## config.mk

```make
export PLATFORM = sky130hd
export DESIGN_NAME = mdu_seq
export DESIGN_NICKNAME = d
export VERILOG_FILES = /design/src/rtl/mdu_pkg.sv /design/src/rtl/mdu_cneg.sv /design/src/rtl/mdu_seq.sv
export SDC_FILE = /design/constraint.sdc
export NUM_CORES = 1
export LEC_CHECK = 0
export CAP_MARGIN = 20
export CELL_PAD_IN_SITES_DETAIL_PLACEMENT = 0
export CELL_PAD_IN_SITES_GLOBAL_PLACEMENT = 2
export CORE_MARGIN = 1
export CORE_UTILIZATION = 36
export DETAILED_ROUTE_END_ITERATION = 10
export GPL_TIMING_DRIVEN = 0
export PLACE_DENSITY_LB_ADDON = 0.08
export SETUP_SLACK_MARGIN = 0.1
export SYNTH_ARGS = -nofsm -noshare
export SYNTH_HDL_FRONTEND = slang
export SYNTH_SLANG_ARGS = --single-unit
```

## constraint.sdc

```tcl
create_clock -name CLK -period 7.01 [get_ports CLK]
set_input_delay 1.402 -clock CLK [delete_from_list [all_inputs] [get_ports CLK]]
set_output_delay 1.402 -clock CLK [all_outputs]
set_load 0.01 [all_outputs]
```

## src/rtl/mdu_pkg.sv

```systemverilog
// rtl/mdu_pkg.sv - shared encodings for the sequential multiply/divide unit
package mdu_pkg;

    typedef enum logic [1:0] {
        OP_MULTU = 2'b00,
        OP_MULT  = 2'b01,
        OP_DIVU  = 2'b10,
        OP_DIV   = 2'b11
    } op_e;

    typedef enum logic [2:0] {
        ST_IDLE = 3'd0,
        ST_PREP = 3'd1,
        ST_RUN  = 3'd2,
        ST_FIX  = 3'd3,
        ST_DONE = 3'd4
    } state_e;

    localparam int ITER = 32;

endpackage

```

## src/rtl/mdu_cneg.sv

```systemverilog
// rtl/mdu_cneg.sv - conditional two's-complement negate
module mdu_cneg #(
    parameter int W = 32
) (
    input  logic         neg,
    input  logic [W-1:0] a,
    output logic [W-1:0] y
);

    always_comb begin
        y = a;
        if (neg) begin
            y = ~a + {{(W-1){1'b0}}, 1'b1};
        end
    end

endmodule

```

## src/rtl/mdu_seq.sv

```systemverilog
// rtl/mdu_seq.sv - iterative 32-bit MULT/MULTU/DIV/DIVU feeding the HI/LO registers
module mdu_seq #(
    parameter int WIDTH = 32
) (
    input  logic             CLK,
    input  logic             RESET,
    input  logic             start,
    input  logic [1:0]       op,
    input  logic [WIDTH-1:0] S,
    input  logic [WIDTH-1:0] T,
    output logic             busy,
    output logic             done,
    output logic [WIDTH-1:0] hi,
    output logic [WIDTH-1:0] lo,
    output logic             div_zero
);

    import mdu_pkg::*;

    localparam int CW = $clog2(ITER);

    state_e               state, state_nx;
    op_e                  op_r;
    logic [WIDTH-1:0]     s_r, t_r;
    logic [WIDTH-1:0]     a_mag, b_mag;
    logic                 sgn_s, sgn_t;
    logic [CW-1:0]        cnt;
    logic [2*WIDTH-1:0]   acc;

    logic                 is_signed, is_div;
    logic                 neg_lo_en, neg_hi_en;
    logic [WIDTH-1:0]     neg_lo_in, neg_hi_in, neg_lo_out, neg_hi_out;
    logic [2*WIDTH-1:0]   prod_out;
    logic [2*WIDTH-1:0]   mul_next, div_next;
    logic [WIDTH:0]       rem_sh, rem_diff;
    logic [WIDTH-1:0]     rem_new;
    logic                 q_bit;

    assign is_signed = (op_r == OP_MULT) || (op_r == OP_DIV);
    assign is_div    = (op_r == OP_DIVU) || (op_r == OP_DIV);

    // The two 32-bit negators are shared: operand magnitudes in PREP, quotient/remainder fix in FIX.
    always_comb begin
        if (state == ST_PREP) begin
            neg_lo_en = is_signed & s_r[WIDTH-1];
            neg_lo_in = s_r;
            neg_hi_en = is_signed & t_r[WIDTH-1];
            neg_hi_in = t_r;
        end else begin
            neg_lo_en = sgn_s ^ sgn_t;
            neg_lo_in = acc[WIDTH-1:0];
            neg_hi_en = sgn_s;
            neg_hi_in = acc[2*WIDTH-1:WIDTH];
        end
    end

    mdu_cneg #(.W(WIDTH)) u_neg_lo (.neg(neg_lo_en), .a(neg_lo_in), .y(neg_lo_out));
    mdu_cneg #(.W(WIDTH)) u_neg_hi (.neg(neg_hi_en), .a(neg_hi_in), .y(neg_hi_out));
    mdu_cneg #(.W(2*WIDTH)) u_neg_prod (.neg(sgn_s ^ sgn_t), .a(acc), .y(prod_out));

    // MSB-first iteration: the counter doubles as the bit index into the multiplier/dividend.
    always_comb begin
        mul_next = {acc[2*WIDTH-2:0], 1'b0} +
                   (b_mag[cnt] ? {{WIDTH{1'b0}}, a_mag} : {(2*WIDTH){1'b0}});
        rem_sh   = {acc[2*WIDTH-1:WIDTH], a_mag[cnt]};
        rem_diff = rem_sh - {1'b0, b_mag};
        q_bit    = ~rem_diff[WIDTH];
        rem_new  = q_bit ? rem_diff[WIDTH-1:0] : rem_sh[WIDTH-1:0];
        div_next = {rem_new, acc[WIDTH-2:0], q_bit};
    end

    always_ff @(posedge CLK) begin
        if (!RESET) begin
            state <= ST_IDLE;
        end else begin
            state <= state_nx;
        end
    end

    always_comb begin
        state_nx = state;
        case (state)
            ST_IDLE: if (start) state_nx = ST_PREP;
            ST_PREP: state_nx = ST_RUN;
            ST_RUN:  if (cnt == '0) state_nx = ST_FIX;
            ST_FIX:  state_nx = ST_DONE;
            ST_DONE: state_nx = ST_IDLE;
            default: state_nx = ST_IDLE;
        endcase
    end

    assign busy = (state != ST_IDLE);
    assign done = (state == ST_DONE);

    always_ff @(posedge CLK) begin
        if (!RESET) begin
            op_r     <= OP_MULTU;
            s_r      <= '0;
            t_r      <= '0;
            a_mag    <= '0;
            b_mag    <= '0;
            sgn_s    <= 1'b0;
            sgn_t    <= 1'b0;
            cnt      <= '0;
            acc      <= '0;
            hi       <= '0;
            lo       <= '0;
            div_zero <= 1'b0;
        end else begin
            case (state)
                ST_IDLE: begin
                    if (start) begin
                        op_r <= op_e'(op);
                        s_r  <= S;
                        t_r  <= T;
                    end
                end
                ST_PREP: begin
                    a_mag <= neg_lo_out;
                    b_mag <= neg_hi_out;
                    sgn_s <= neg_lo_en;
                    sgn_t <= neg_hi_en;
                    cnt   <= CW'(ITER - 1);
                    acc   <= '0;
                end
                ST_RUN: begin
                    acc <= is_div ? div_next : mul_next;
                    if (cnt != '0) begin
                        cnt <= cnt - 1'b1;
                    end
                end
                ST_FIX: begin
                    if (!is_div) begin
                        {hi, lo} <= prod_out;
                        div_zero <= 1'b0;
                    end else if (t_r == '0) begin
                        lo       <= '1;
                        hi       <= s_r;
                        div_zero <= 1'b1;
                    end else begin
                        lo       <= neg_lo_out;
                        hi       <= neg_hi_out;
                        div_zero <= 1'b0;
                    end
                end
                default: begin
                end
            endcase
        end
    end

endmodule
```

Word level (Yosys, flattened, before mapping)
Cells that the tools add are included. Widths: inputs -> output; s select.

Input port bits: 69. Bits in registers: 269. Word-level logic and storage cells: 74.

Multiplexer cells: 26. Magnitude comparators: 1. Reductions and logical operators: 11. Equal/unequal tests: 10. $add $sub $neg: 6. Bitwise gates (word level): 7.

Operator list (number): $mux 32 (10); $mux 64 (2); $pmux 64 s2 (1); $add 32x1->32 const B (2); $add 64x1->64 const B (1); $add 64x32->64 (1); $not 32->32 (2); $not 64->64 (1); $sub 33x32->33 (1); $logic_not 32->1 (1); $pmux 3 s4 (1); $bmux 1 s5 (2); $pmux 5 s2 (1); $eq 3x2->1 const B (2); $lt 5x6->1 const B (1); $mux 1 (6); $mux 3 (2); $ne 2x2->1 const B (3); $reduce_and 2->1 (3); $logic_not 5->1 (1); $mux 5 (1); $reduce_bool 5->1 (1); $sub 5x1->5 const B (1); $eq 2x2->1 const B (2); other kinds (10) (12).

Logic depth before layout (Yosys ltp)
Word-level depth: 7. Gate-level depth with buffers: 19. Gate-level depth less buffers: 15.

Cells and area by module
From an unflattened synthesis, not the netlist that was laid out.

Cell total of the unflattened synthesis: 2681. Area, all modules: 20075.5 um^2.

Modules (own cells, without submodules): mdu_seq (times used 1, cells an instance 2277, area each 16872.4 um^2); mdu_cneg at u_neg_prod (times used 1, cells an instance 206, area each 1649.1 um^2); mdu_cneg at u_neg_hi ... (times used 2, cells an instance 99, area each 777.0 um^2).

Worst setup path before layout
Ideal clock, no wire load.

Path kind: register -> register. Start point: register cnt[0]. End point: register acc[52]. Slack: 1836 ps. Stages on the path, launching flop included: 20. Setup time: 131 ps. Arrival: 5043 ps. Path buffers: 4. Cell sequence: dfxtp_1 > buf_1 > clkbuf_1 > mux4_2 > mux4_2 > mux2i_1 > ha_1 > inv_1 > fa_1 > a211oi_1 > o21ai_0 > nand3_1 > a21oi_1 > a211oi_1 > xnor2_1 > buf_2 > buf_1 > nor2_1 > a221oi_1 > o21ai_0.

Longest elaborated chain between the ends: 6. Elaborated cells on any way between the ends: 10.

Ends and longest elaborated chain: from (decl) (line mdu_seq.sv:27) `logic [CW-1:0] cnt;`; from (signal assigned) (line mdu_seq.sv:123) `cnt <= CW'(ITER - 1);`; from (signal assigned) (line mdu_seq.sv:129) `cnt <= cnt - 1'b1;`; $bmux 1 s5 (on tied branches) (line mdu_seq.sv:64, mdu_seq.sv:65); $mux 1 (on tied branches) (line mdu_seq.sv:64, mdu_seq.sv:65); $mux 32 or $sub 33x32->33 (tied branches) (line mdu_seq.sv:64, mdu_seq.sv:66); $add 64x32->64 or $mux 32 (tied branches) (line mdu_seq.sv:63, mdu_seq.sv:68); $mux 64 * (line mdu_seq.sv:127) `acc <= is_div ? div_next : mul_next;`; $pmux 64 s2 * (line mdu_seq.sv:110) `case (state)`; to (signal assigned) (line mdu_seq.sv:127); to (decl) (line mdu_seq.sv:28) `logic [2*WIDTH-1:0] acc;`.

Mark *: on every way between the ends. The rest lies on a longest branch, timed or not. The select of a mux whose other input is x is not followed. A chain may end at the register's enable or synchronous reset.

Final worst setup path
Start point: register cnt[0]. End point: register acc[42].

Same word-level chain as after synthesis.

==> impl_metrics.toml <==
[die]
die_y_um = 235
dieArea_um2 = 55400
fp.dieW_um = 235
io_pins = 136
core_area_um2 = 53800
rows = 85
initial_core_util = 0.365

[final_layout]
area_delta_synth_final_pct = 16.3
nFillCells = 5644
ff_latch_area_um2 = 5390
layout_common_cells = "407 x nand2_1, 298 x a21oi_1, 269 x dfxtp_1, 173 x nor2_1, 160 x clkbuf_1"
layout.nets = 2900
diodes = 0
multiInputGateArea_um2 = 13200
layout_commonest_cell = "nand2_1"
drive_gt1_frac = 0.0518

[timing]
fin_crit_sh = 0.926
tightestPinTransition_ps = 1230
setup_viol = 0
max_slew_margin = 0.174
clock.fmax_mhz = 154
min_period_ps = 6490
hold_violations = 0
skew_ps = 18.9
slew_viol_final = 0
rsz0062_at_grt = "false"
tns_ps = 0
hold_ws_ps = 452

[synth]
synth_edf_count = 0
yosys_warnings = 0
async_reset_ff_frac = 0
synth_fp_nets = 2730
ys_ff_latch = 269
synth_area_um2 = 19600
synth_cells = 2591
ys_seq_area_frac = 0.274
synth_cell_types = 94
synth-main-ff-cell = "dfxtp_1"
syn_area_per_cell_um2 = 7.57

[clock_tree]
cts-root-buf = "clkbuf_16"
clockBufferDepth = 3
clkLatencyLatePin_ps = 600
cts_tree = "built"
clock_sinks = 269
clkSlewWorstSetupHoldPaths_ps = 60
htree_num_levels = 1
postCtsSetupRepairBufs = 0
cts_buffers = 31

[routing]
dr.pass1.iters = 6
avgRoutedWirePerCell_um = 29.0
drt_iter0_drc = 2411
vias_per_cell = 6.04
drc = 0
postRouteAntennaNets = 0
wl_um = 101000
vias = 21000

[critical_path]
required_ps = 7460
worstSetupEndpointType = "register"
cp-startpoint = "cnt[0]$_SDFFE_PN0P_"
critPathLaunchType = "register"
r2r-start = "cnt[0]$_SDFFE_PN0P_"
worstSetupPathType = "reg2reg"
path_max_fanout = 10
worst_ep_arrival_time_ps = 6940

[power_and_ir_drop]
peakVddDrop_v = 0.000177
p_leak_nw = 8.47
p_per_area_nw_per_um2 = 248

[placed_design]
portBuffers = 134
gp_congestion = 0.959
hpwlAfterDp_um = 81400

[global_routing]
antenna_found_initial = 2
grt_start_max_net_pins = 15
grt_overflow = 0
grt_pass1_wl_um = 143000
grt_pass1_vias = 20000
grt_use_total = 0.354

[run]
maxCapViolCount = 0

[hold_path]
hold_path_class = "reg2reg"
worst_hold_startpoint = "lo[16]$_SDFFE_PN0P_"

[status]
status = "complete, no violations"
[where the power goes]
group | internal (mW) | switching (mW)
combinational | 0.747 | 1.49
clock | 0.876 | 0.723
sequential | 1.64 | 0.177
[metal layers]
metal,GRT usage,vias to the layer above,wire [µm]
li1,-,9579,-
met1,0.518,10200,47200
met2,0.524,1027,42100
met3,0.0529,164,8070
met4,0.125,0,3650
met5,0,-,0
[state kept, by name (all words and copies together), names as in the netlist, 2 cells and up]
register	flops
op_r	2
hi	32
lo	32
cnt	5
b_mag	32
acc	64
a_mag	32
s_r	32
state	3
t_r	32
[cell type report]
cell class / instances / area share
Tap cell: 696 / 0.0381
Clock buffer: 40 / 0.0368
Clock inverter: 14 / 0.00471
Multi-Input combinational cell: 2048 / 0.576
Buffer: 204 / 0.0361
Inverter: 70 / 0.0115
Sequential cell: 269 / 0.236
Timing Repair Buffer: 137 / 0.0604
[worst max-delay path, stage by stage, from the launching register on]
cell and delay [ps]:
dfxtp_1 390, clkbuf_2 440, mux4_2 570, mux4_2 530, mux2i_1 560, clkbuf_1 390, nor2b_1 100, ha_1 380
o21ai_0 150, o21ai_0 400, nand3_1 210, a21boi_0 410, o221ai_1 420, nand2_1 300, clkbuf_1 520, nand4_1 210
xnor2_1 210, o221ai_1 140
[cells in the mapped netlist (21+ instances only)]
library cell    n  area share
buf_2          21      0.0054
a31oi_1        34       0.011
buf_1          24      0.0046
nand3_1        65       0.017
o221ai_1       42       0.019
a211oi_1       51       0.020
o21ai_0       119       0.030
nor2_1        173       0.033
nand2_1       407       0.078
dfxtp_1       269        0.27
nand4_1        21      0.0067
clkbuf_1      154       0.029
a21oi_1       298       0.076
mux2i_1        67       0.034
xor2_1        103       0.046
inv_1          69       0.013
xnor2_1       138       0.062
nor2b_1        37       0.012
ha_1           68       0.043
nor3_1         55       0.014
o211ai_1       31       0.012
and3_1         23      0.0073
a21o_1         29       0.011
[timing repair]
item	4_1_cts	5_1_grt
gates cloned	0	0
gates resized for setup	2	2
endpoints found under the setup margin	3	18
hold buffers	0	0
[logic make-up (layout without fill, tap and decap cells)]
family / Yosys count / count (layout) / share of synthesized area
buffers and inverters: 274 / 465 / 0.0553
AO/OA/AOI/OAI: 754 / 754 / 0.242
multiplexers: 97 / 97 / 0.0634
flip-flops: 269 / 269 / 0.274
XOR/XNOR: 241 / 241 / 0.108
AND/OR/NAND/NOR: 886 / 886 / 0.211
adder cells (fa/ha/maj): 70 / 70 / 0.0454
[path summary, 6_finish.rpt]
check	depth (start not counted)	endpoint	slack, ps
min	2	lo[16]$_SDFFE_PN0P_	450
max	17	acc[42]$_SDFFE_PN0N_	520
min reg2reg	2	lo[16]$_SDFFE_PN0P_	450
max reg2reg	17	acc[42]$_SDFFE_PN0N_	520
[stage by stage]
stage | worst slack [ps] | instance area, µm² | instances | total power, mW | util
after CTS | 165 | 22800 | 3478 | 5.61 | 0.424
after detailed placement | 45.0 | 21900 | 3424 | 4.02 | 0.407
after global placement | -19.8 | 21800 | 3421 | 4.01 | 0.406
after global routing | 302 | 22800 | 3478 | 5.87 | 0.424
final | 516 | 22800 | 3478 | 5.66 | 0.424
after floorplan | 1840 | 19600 | 2591 | 3.20 | -
Power figures use the tool's default switching activity.
